### config.mk
export PLATFORM = sky130hd
export DESIGN_NAME = finder_scan
export DESIGN_NICKNAME = d
export VERILOG_FILES = /design/src/rtl/finder_scan.sv
export SDC_FILE = /design/constraint.sdc
export NUM_CORES = 2
export LEC_CHECK = 0
export BUFFER_PORTS_ARGS = -buffer_cell sky130_fd_sc_hd__buf_2
export CORE_MARGIN = 4
export CORE_UTILIZATION = 30
export CTS_BUF_LIST = sky130_fd_sc_hd__clkbuf_16
export DETAILED_ROUTE_END_ITERATION = 7
export SYNTH_ARGS = -nofsm -noshare
export SYNTH_HDL_FRONTEND = slang
export SYNTH_SLANG_ARGS = --single-unit
### constraint.sdc
create_clock -name clk_in -period 35 [get_ports clk_in]
set_input_delay 3.5 -clock clk_in [delete_from_list [all_inputs] [get_ports clk_in]]
set_output_delay 3.5 -clock clk_in [all_outputs]
set_load 0.05 [all_outputs]
### src/rtl/finder_scan.sv
// finder_scan: scans a binary frame row-wise then column-wise, run-length encodes each
// line and marks QR finder (1:1:3:1:1) centres in per-column and per-row masks.
// Ports:
//   clk_in, rst_n_in   clock, asynchronous active-low reset
//   start_in           frame-ready pulse, accepted only when idle
//   pixel_in           BRAM read data (1=white), valid two cycles after its address
//   address_out        BRAM read address row*WIDTH+col
//   horz_patterns_out  bit c set: a finder centre lies in column c
//   vert_patterns_out  bit r set: a finder centre lies in row r
//   busy_out           high from start accept through the done cycle
//   start_cross_out    one-cycle pulse when masks become valid
//   match_count_out    ratio matches this frame, saturating at 0xFFFF
module finder_scan #(
  parameter int WIDTH = 480,
  parameter int HEIGHT = 480
) (
  input  logic              clk_in,
  input  logic              rst_n_in,
  input  logic              start_in,
  input  logic              pixel_in,
  output logic [19:0]       address_out,
  output logic [WIDTH-1:0]  horz_patterns_out,
  output logic [HEIGHT-1:0] vert_patterns_out,
  output logic              busy_out,
  output logic              start_cross_out,
  output logic [15:0]       match_count_out
);
  localparam logic [11:0] W = 12'(WIDTH);
  localparam logic [11:0] H = 12'(HEIGHT);
  localparam int HB = $clog2(WIDTH);
  localparam int VB = $clog2(HEIGHT);
  typedef enum logic [2:0] {IDLE, SCAN_H, DRAIN_H, SCAN_V, DRAIN_V, DONE} state_t;
  state_t state;
  logic [11:0] fast, slow, len_f, len_s, t_pos0, t_pos1, cen_a, cen_b;
  logic [1:0] t_vld, t_vert, t_sol, t_eol;
  logic i_vld, i_sol, i_eol, last_f;
  logic cur_col, p_ch, p_eol, m_a, m_b;
  logic [8:0] cur_len, n_len;
  logic [2:0] done_cnt, d_a, d_b;
  logic [4:0][8:0] rl, l_a, l_b;
  logic [4:0] rc, c_a, c_b;
  logic [16:0] cnt_n;
  // Index 0 is the newest run (r5), index 4 the oldest (r1); colour 0 = black.
  function automatic logic fmatch(input logic [4:0][8:0] l, input logic [4:0] c);
    logic [15:0] t, p;
    t = 16'(l[0]) + 16'(l[1]) + 16'(l[2]) + 16'(l[3]) + 16'(l[4]);
    fmatch = c == 5'b01010;
    for (int k = 0; k < 5; k++) begin
      p = 16'(l[k]) * 16'd14;
      fmatch &= k == 2 ? (p >= 16'd5 * t && p <= 16'd7 * t) : (p >= t && p <= 16'd3 * t);
    end
  endfunction
  always_comb begin
    len_f = state == SCAN_V ? H : W;
    len_s = state == SCAN_V ? W : H;
    i_vld = state == SCAN_H || state == SCAN_V;
    last_f = fast == len_f - 12'd1;
    i_sol = i_vld && fast == 12'd0;
    i_eol = i_vld && last_f;
    // A colour change closes the old run; an eol pixel then closes the run it belongs to.
    p_ch = t_vld[1] && !t_sol[1] && pixel_in != cur_col;
    p_eol = t_vld[1] && t_eol[1];
    l_a = p_ch ? {rl[3:0], cur_len} : rl;
    c_a = p_ch ? {rc[3:0], cur_col} : rc;
    d_a = t_sol[1] ? 3'd0 : (p_ch && done_cnt != 3'd5) ? done_cnt + 3'd1 : done_cnt;
    m_a = p_ch && d_a == 3'd5 && fmatch(l_a, c_a);
    cen_a = t_pos1 - 12'(l_a[0]) - 12'(l_a[1]) - 12'(l_a[2]) + 12'(l_a[2] >> 1);
    n_len = (t_sol[1] || p_ch) ? 9'd1 : cur_len == 9'd511 ? cur_len : cur_len + 9'd1;
    l_b = p_eol ? {l_a[3:0], n_len} : l_a;
    c_b = p_eol ? {c_a[3:0], pixel_in} : c_a;
    d_b = (p_eol && d_a != 3'd5) ? d_a + 3'd1 : d_a;
    m_b = p_eol && d_b == 3'd5 && fmatch(l_b, c_b);
    cen_b = t_pos1 + 12'd1 - 12'(l_b[0]) - 12'(l_b[1]) - 12'(l_b[2]) + 12'(l_b[2] >> 1);
    cnt_n = {1'b0, match_count_out} + 17'(m_a) + 17'(m_b);
  end
  always_ff @(posedge clk_in or negedge rst_n_in)
    if (!rst_n_in) begin
      state <= IDLE;
      fast <= '0;
      slow <= '0;
      address_out <= '0;
      horz_patterns_out <= '0;
      vert_patterns_out <= '0;
      busy_out <= 1'b0;
      start_cross_out <= 1'b0;
      match_count_out <= '0;
      t_vld <= '0;
      t_vert <= '0;
      t_sol <= '0;
      t_eol <= '0;
      t_pos0 <= '0;
      t_pos1 <= '0;
      cur_col <= 1'b0;
      cur_len <= '0;
      done_cnt <= '0;
      rl <= '0;
      rc <= '0;
    end else begin
      t_vld <= {t_vld[0], i_vld};
      t_vert <= {t_vert[0], state == SCAN_V};
      t_sol <= {t_sol[0], i_sol};
      t_eol <= {t_eol[0], i_eol};
      t_pos0 <= fast;
      t_pos1 <= t_pos0;
      start_cross_out <= 1'b0;
      case (state)
        IDLE: if (start_in) begin
          state <= SCAN_H;
          busy_out <= 1'b1;
          horz_patterns_out <= '0;
          vert_patterns_out <= '0;
          match_count_out <= '0;
          fast <= '0;
          slow <= '0;
          address_out <= '0;
        end
        SCAN_H, SCAN_V: begin
          fast <= last_f ? 12'd0 : fast + 12'd1;
          slow <= last_f ? slow + 12'd1 : slow;
          // Column-major: step down a row, or wrap to the top of the next column.
          address_out <= state == SCAN_H ? address_out + 20'd1 :
                         last_f ? 20'(slow) + 20'd1 : address_out + 20'(WIDTH);
          if (last_f && slow == len_s - 12'd1) begin
            state <= state == SCAN_H ? DRAIN_H : DRAIN_V;
            slow <= '0;
          end
        end
        DRAIN_H, DRAIN_V: begin
          fast <= fast + 12'd1;
          if (fast[0]) begin
            state <= state == DRAIN_H ? SCAN_V : DONE;
            start_cross_out <= state == DRAIN_V;
            fast <= '0;
            address_out <= '0;
          end
        end
        default: begin
          state <= IDLE;
          busy_out <= 1'b0;
        end
      endcase
      if (t_vld[1]) begin
        cur_col <= pixel_in;
        cur_len <= n_len;
        done_cnt <= d_b;
        rl <= l_b;
        rc <= c_b;
        match_count_out <= cnt_n[16] ? 16'hFFFF : cnt_n[15:0];
        if (m_a && !t_vert[1] && cen_a < W) horz_patterns_out[cen_a[HB-1:0]] <= 1'b1;
        if (m_b && !t_vert[1] && cen_b < W) horz_patterns_out[cen_b[HB-1:0]] <= 1'b1;
        if (m_a && t_vert[1] && cen_a < H) vert_patterns_out[cen_a[VB-1:0]] <= 1'b1;
        if (m_b && t_vert[1] && cen_b < H) vert_patterns_out[cen_b[VB-1:0]] <= 1'b1;
      end
    end
endmodule

---- Word level (Yosys, flattened, before mapping) ----
Cells that the tools add are included.
storage, ports and cells
  input bits .............................. 4
  register bits ........................... 1120
cells by class
  add/sub/neg operators ................... 27
  bitwise operators ....................... 15
  muxes and demuxes ....................... 51
  $lt $le $gt $ge ......................... 26
  equality and inequality tests ........... 18
  multiply operators ...................... 16
  reduce and logical (&&, ||, !) cells .... 51
operators with widths
  kind                   number
  $mux 480               12
  $or 480x480->480       4
  $le 13x16->1           8
  $mul 9x3->12 const B   10
  $ge 13x13->1           8
  $mux 45                2
  $mux 20                4
  $sub 12x9->12          6
  $mul 3x13->16 const A  4
  $mux 16                4
  $mux 12                5
  $pmux 20 s3            1
  $add 12x1->12 const B  3
  $pmux 12 s3            1
  $ge 13x16->1           2
  $logic_and 1x1->1      32
  $le 13x15->1           2
  $mul 2x13->15 const A  2
  $add 12x9->13          2
  $add 11x9->12          2
  $add 12x8->12          2
  $eq 12x9->1 const B    2
  $lt 12x9->1 const B    2
  $mux 3                 8
  other kinds (38)       76

---- Longest topological paths before layout ----
  depth after elaboration ................. 24
  mapped depth ............................ 53
  mapped depth without buffers ............ 47

---- Worst setup path before layout ----
Ideal clock, no wire load.
  path type ............................... input port to flip-flop
  start ................................... input pixel_in
  end ..................................... register match_count_out[1]
  stages .................................. 49
  path slack .............................. 20.069 ns
  data arrival time ....................... 14.848 ns
  data required time ...................... 34.918 ns
  cell sequence ........................... buf_2 > xor2_1 > nand2_1 > buf_1 > mux2i_1 > mux2i_1 > inv_1 > fa_1 > fa_1 > fa_1 > inv_1 > ha_1 > a21o_1 > a21oi_1 > xor2_1 > inv_1 > ha_1 > ha_1 > [13 not listed] > a31oi_1 > o211a_1 > o2111ai_1 > nor3_2 > buf_2 > buf_2 > buf_2 > nand2_1 > fa_1 > inv_1 > ha_1 > and3_1 > and3_1 > and3_1 > nand2_1 > or3_1 > clkbuf_1 > a31oi_1
RTL lines
  element                 RTL line  RTL
  start: declaration      20        input logic pixel_in,
  end signal: assignment  148       match_count_out <= cnt_n[16] ? 16'hFFFF : cnt_n[15:0];
  end: declaration        26        output logic [15:0] match_count_out

==> out/results.tsv <==
metric	value	unit
grt_max_degree	219	
placementRows	180	
placeableCoreArea	241000	um2
timing_max_transition_violations_final	0	
regArea	28000	um2
gp_congestion	0.967	
ctsHoldBuffers	0	
fin_nets	9345	
setup.worst_path.class	input port to register	
netlist_top_cells_area	sky130_fd_sc_hd__dfrtp_1 (38%), sky130_fd_sc_hd__o211ai_1 (10%), sky130_fd_sc_hd__nand4_1 (8.6%), sky130_fd_sc_hd__ha_1 (8.1%), sky130_fd_sc_hd__nand2_1 (6.5%)	
postSynth.asyncResetShare	1.00	
synth.distinct_cells	91	
layout-area-overhead-vs-synth	16.4	%
slew-limit-headroom	0.0316	
cp_startpoint_kind	input port	
path_common_cell	sky130_fd_sc_hd__fa_1	
drt_iter0_markers	8183	
grt_overflow_total	0	
ys_dominant_reg_cell	sky130_fd_sc_hd__dfrtp_1	
postSynthNetCount	8698	
drive_above_1_share	0.164	
cts_resized	0	
design.die.area	252000	um2
worstSkewPairLatency	0.86	ns
worst_setup_hold_path_clk_slew	0.05	ns
fin_util	0.352	
synth.cell_area	73100	um2
critPathBufInv	10	
cts-htree-levels	4	
ctsRootBufferMaster	sky130_fd_sc_hd__clkbuf_16	
grt_setup_unrepaired	no	
endpoint_kind	register	
route.detailed.drc	0	
drv_cap	0	
cts_made_buffers	136	
dr_total_vias	71468	
cts-root-to-sink-buffers	3	
tns	0	ns
worst-endpoint-arrival	17.60	ns
flip_flop_and_latch_count_after_synthesis	1120	
via_per_inst	5.98	
post_synthesis_average_cell_area	9.12	um2
synthDominantAreaCellType	sky130_fd_sc_hd__dfrtp_1	
timing.critical_path.slowest_stage_cell	sky130_fd_sc_hd__buf_4	
hold_path.class	register to register	
clock_period_minus_final_worst_setup_slack	16.92	ns
fin_skew	0.0699	ns
run_status	finished, final reports clean	
dominant_delay_contributor_by_cell_family_on_the_critical_path	buffers and inverters	
port-buffer-count	1001	
post-route-period-util	0.483	
synth-edff-count	0	
fmax	59.1	MHz
first_global_vias	69691	
fillCellCount	24745	
ys.warnings.count	0	
syn_inst	8014	
grt_antenna_before_repair	11	
floorplan.die.width	502	um
cts_tree	built	
boundaryPins	1002	
die-height	502	um
floorplan.initialDensity	0.303	
worstMarginPinSlew	1.45	ns
grt_util_all_layers	0.272	
setup_viol_count_final	0	
worstPathMaxFanout	170	
post_route_worst_hold_slack	0.346	ns
slowest_delay	0.92	ns
timing_hold_violations_final	0	
worst_ep_required_time	35.69	ns
finalWirelength	356000	um
detail_route.wl_per_cell	29.8	um
place.detailed.hpwl	252000	um
multi_input_comb_area	40900	um2
antenna_left	0	
clock_sinks	1120	
post_cts_buffers	0	
grt_pass1_wl	506000	um
yosys.area.top_type_share	0.383	
synth.yosys.seq_area_share	0.383	
detailedRoute.firstPassIterationCount	6	
registers in the layout, indices dropped and copies added, names as in the netlist, 5 cells and up:
register and cells:
horz_patterns_out 480, vert_patterns_out 480, rl 45, address_out 20, match_count_out 16, fast 12
slow 12, t_pos0 12, t_pos1 12, cur_len 9, rc 5
metal layers:
layer | vias up | share of wire | global-route usage
li1 | 30654 | - | -
met1 | 35851 | 0.38 | 0.339
met2 | 4052 | 0.43 | 0.401
met3 | 903 | 0.10 | 0.0794
met4 | 8 | 0.084 | 0.195
met5 | - | 0.00017 | 0
cell families (layout without fill, tap and decap cells):
kind of cell	count (synthesis)	after routing	share of synthesized area
fa+ha+maj	685	685	0.138
buf+inv	1047	1795	0.0592
mux	122	122	0.0170
xor+xnor	201	201	0.0244
compound gates	1786	1786	0.171
other cells	0	6	0
simple gates	3053	3053	0.207
flops	1120	1120	0.383
worst reg2reg max path: cells and delay by family, from the launching register on:
family                   cells  cell delay (ns)
AND/OR/NAND/NOR              6             1.34
flip-flops                   1             0.34
AO/OA/AOI/OAI               10             2.41
buffers and inverters       10             4.80
XOR/XNOR                     2             0.76
adder cells (fa/ha/maj)      7             3.44
multiplexers                 2             1.37
Yosys cell counts, drive strengths merged, types with 23 or more instances:
library cell / instances
and3: 35
o22ai: 26
buf: 198
inv: 399
mux2i: 118
o21bai: 35
fa: 206
nor2b: 36
o31ai: 23
a211oi: 33
nor3: 66
ha: 474
nand2b: 31
a31oi: 27
o211ai: 989
nand3: 84
xor2: 67
dfrtp: 1120
clkbuf: 449
o21a: 35
nand2: 1267
xnor2: 134
nand4: 1005
nor2: 431
a21oi: 231
a21o: 98
o21ai: 178
final timing paths:
kind                            from                      to  slack, ns  depth (start not counted)
max                         pixel_in   horz_patterns_out[64]      18.08                         37
min                        t_pos0[6]               t_pos1[6]       0.35                          0
max reg2reg                 t_vld[1]   horz_patterns_out[64]      20.44                         37
min reg2reg                t_pos0[6]               t_pos1[6]       0.35                          0
max in group asynchronous   rst_n_in  vert_patterns_out[354]      28.30                          5
min in group asynchronous   rst_n_in  vert_patterns_out[474]       2.69                          1
layout by cell type (no fill, tap or decap), types with 9 or more instances in the layout:
cell                           n
sky130_fd_sc_hd__nand2_1    1266
sky130_fd_sc_hd__dfrtp_1    1119
sky130_fd_sc_hd__nand4_1    1005
sky130_fd_sc_hd__buf_2      1000
sky130_fd_sc_hd__o211ai_1    988
sky130_fd_sc_hd__ha_1        474
sky130_fd_sc_hd__nor2_1      425
sky130_fd_sc_hd__inv_1       425
sky130_fd_sc_hd__a21oi_1     231
sky130_fd_sc_hd__fa_1        206
sky130_fd_sc_hd__o21ai_0     172
sky130_fd_sc_hd__buf_4       147
sky130_fd_sc_hd__clkbuf_16   136
sky130_fd_sc_hd__xnor2_1     132
sky130_fd_sc_hd__mux2i_1     116
sky130_fd_sc_hd__a21o_1       98
sky130_fd_sc_hd__nand3_1      80
sky130_fd_sc_hd__xor2_1       66
sky130_fd_sc_hd__and3_1       35
sky130_fd_sc_hd__o21bai_1     35
sky130_fd_sc_hd__o21a_1       35
sky130_fd_sc_hd__nor3_1       34
sky130_fd_sc_hd__nor2b_1      32
sky130_fd_sc_hd__nand2b_1     31
sky130_fd_sc_hd__nor3_4       31
sky130_fd_sc_hd__a211oi_1     31
sky130_fd_sc_hd__clkinv_1     29
sky130_fd_sc_hd__a31oi_1      27
sky130_fd_sc_hd__o22ai_1      26
sky130_fd_sc_hd__o31ai_1      23
sky130_fd_sc_hd__and2_1       16
sky130_fd_sc_hd__or3_1        15
sky130_fd_sc_hd__or2_2        13
sky130_fd_sc_hd__a22o_1       12
sky130_fd_sc_hd__a2111oi_0    11
sky130_fd_sc_hd__clkinv_2     11
sky130_fd_sc_hd__nand3b_1     10
sky130_fd_sc_hd__clkinv_16    10
sky130_fd_sc_hd__bufinv_16     9
metrics by stage:
| stage | worst slack [ns] | cells | cell area, um2 |
|---|---|---|---|
| after CTS | 18.47 | 11947 | 85100 |
| after floorplan | 20.07 | 8014 | 73100 |
| after global placement | 17.84 | 11708 | 80700 |
| final | 18.08 | 11953 | 85100 |
| after global routing | 17.51 | 11948 | 85100 |
| after detailed placement | 17.63 | 11708 | 80700 |
final cells by class:
cell class | count | area share
Clock buffer | 136 | 0.0400
Antenna cell | 6 | 0.000176
Tap cell | 3185 | 0.0468
Clock inverter | 103 | 0.0118
Sequential cell | 1120 | 0.329
Multi-Input combinational cell | 5847 | 0.480
Timing Repair Buffer | 1156 | 0.0739
Inverter | 400 | 0.0176
Power is not shown: default switching activity piles up to over one toggle a cycle in this logic, so the estimate is an artifact.
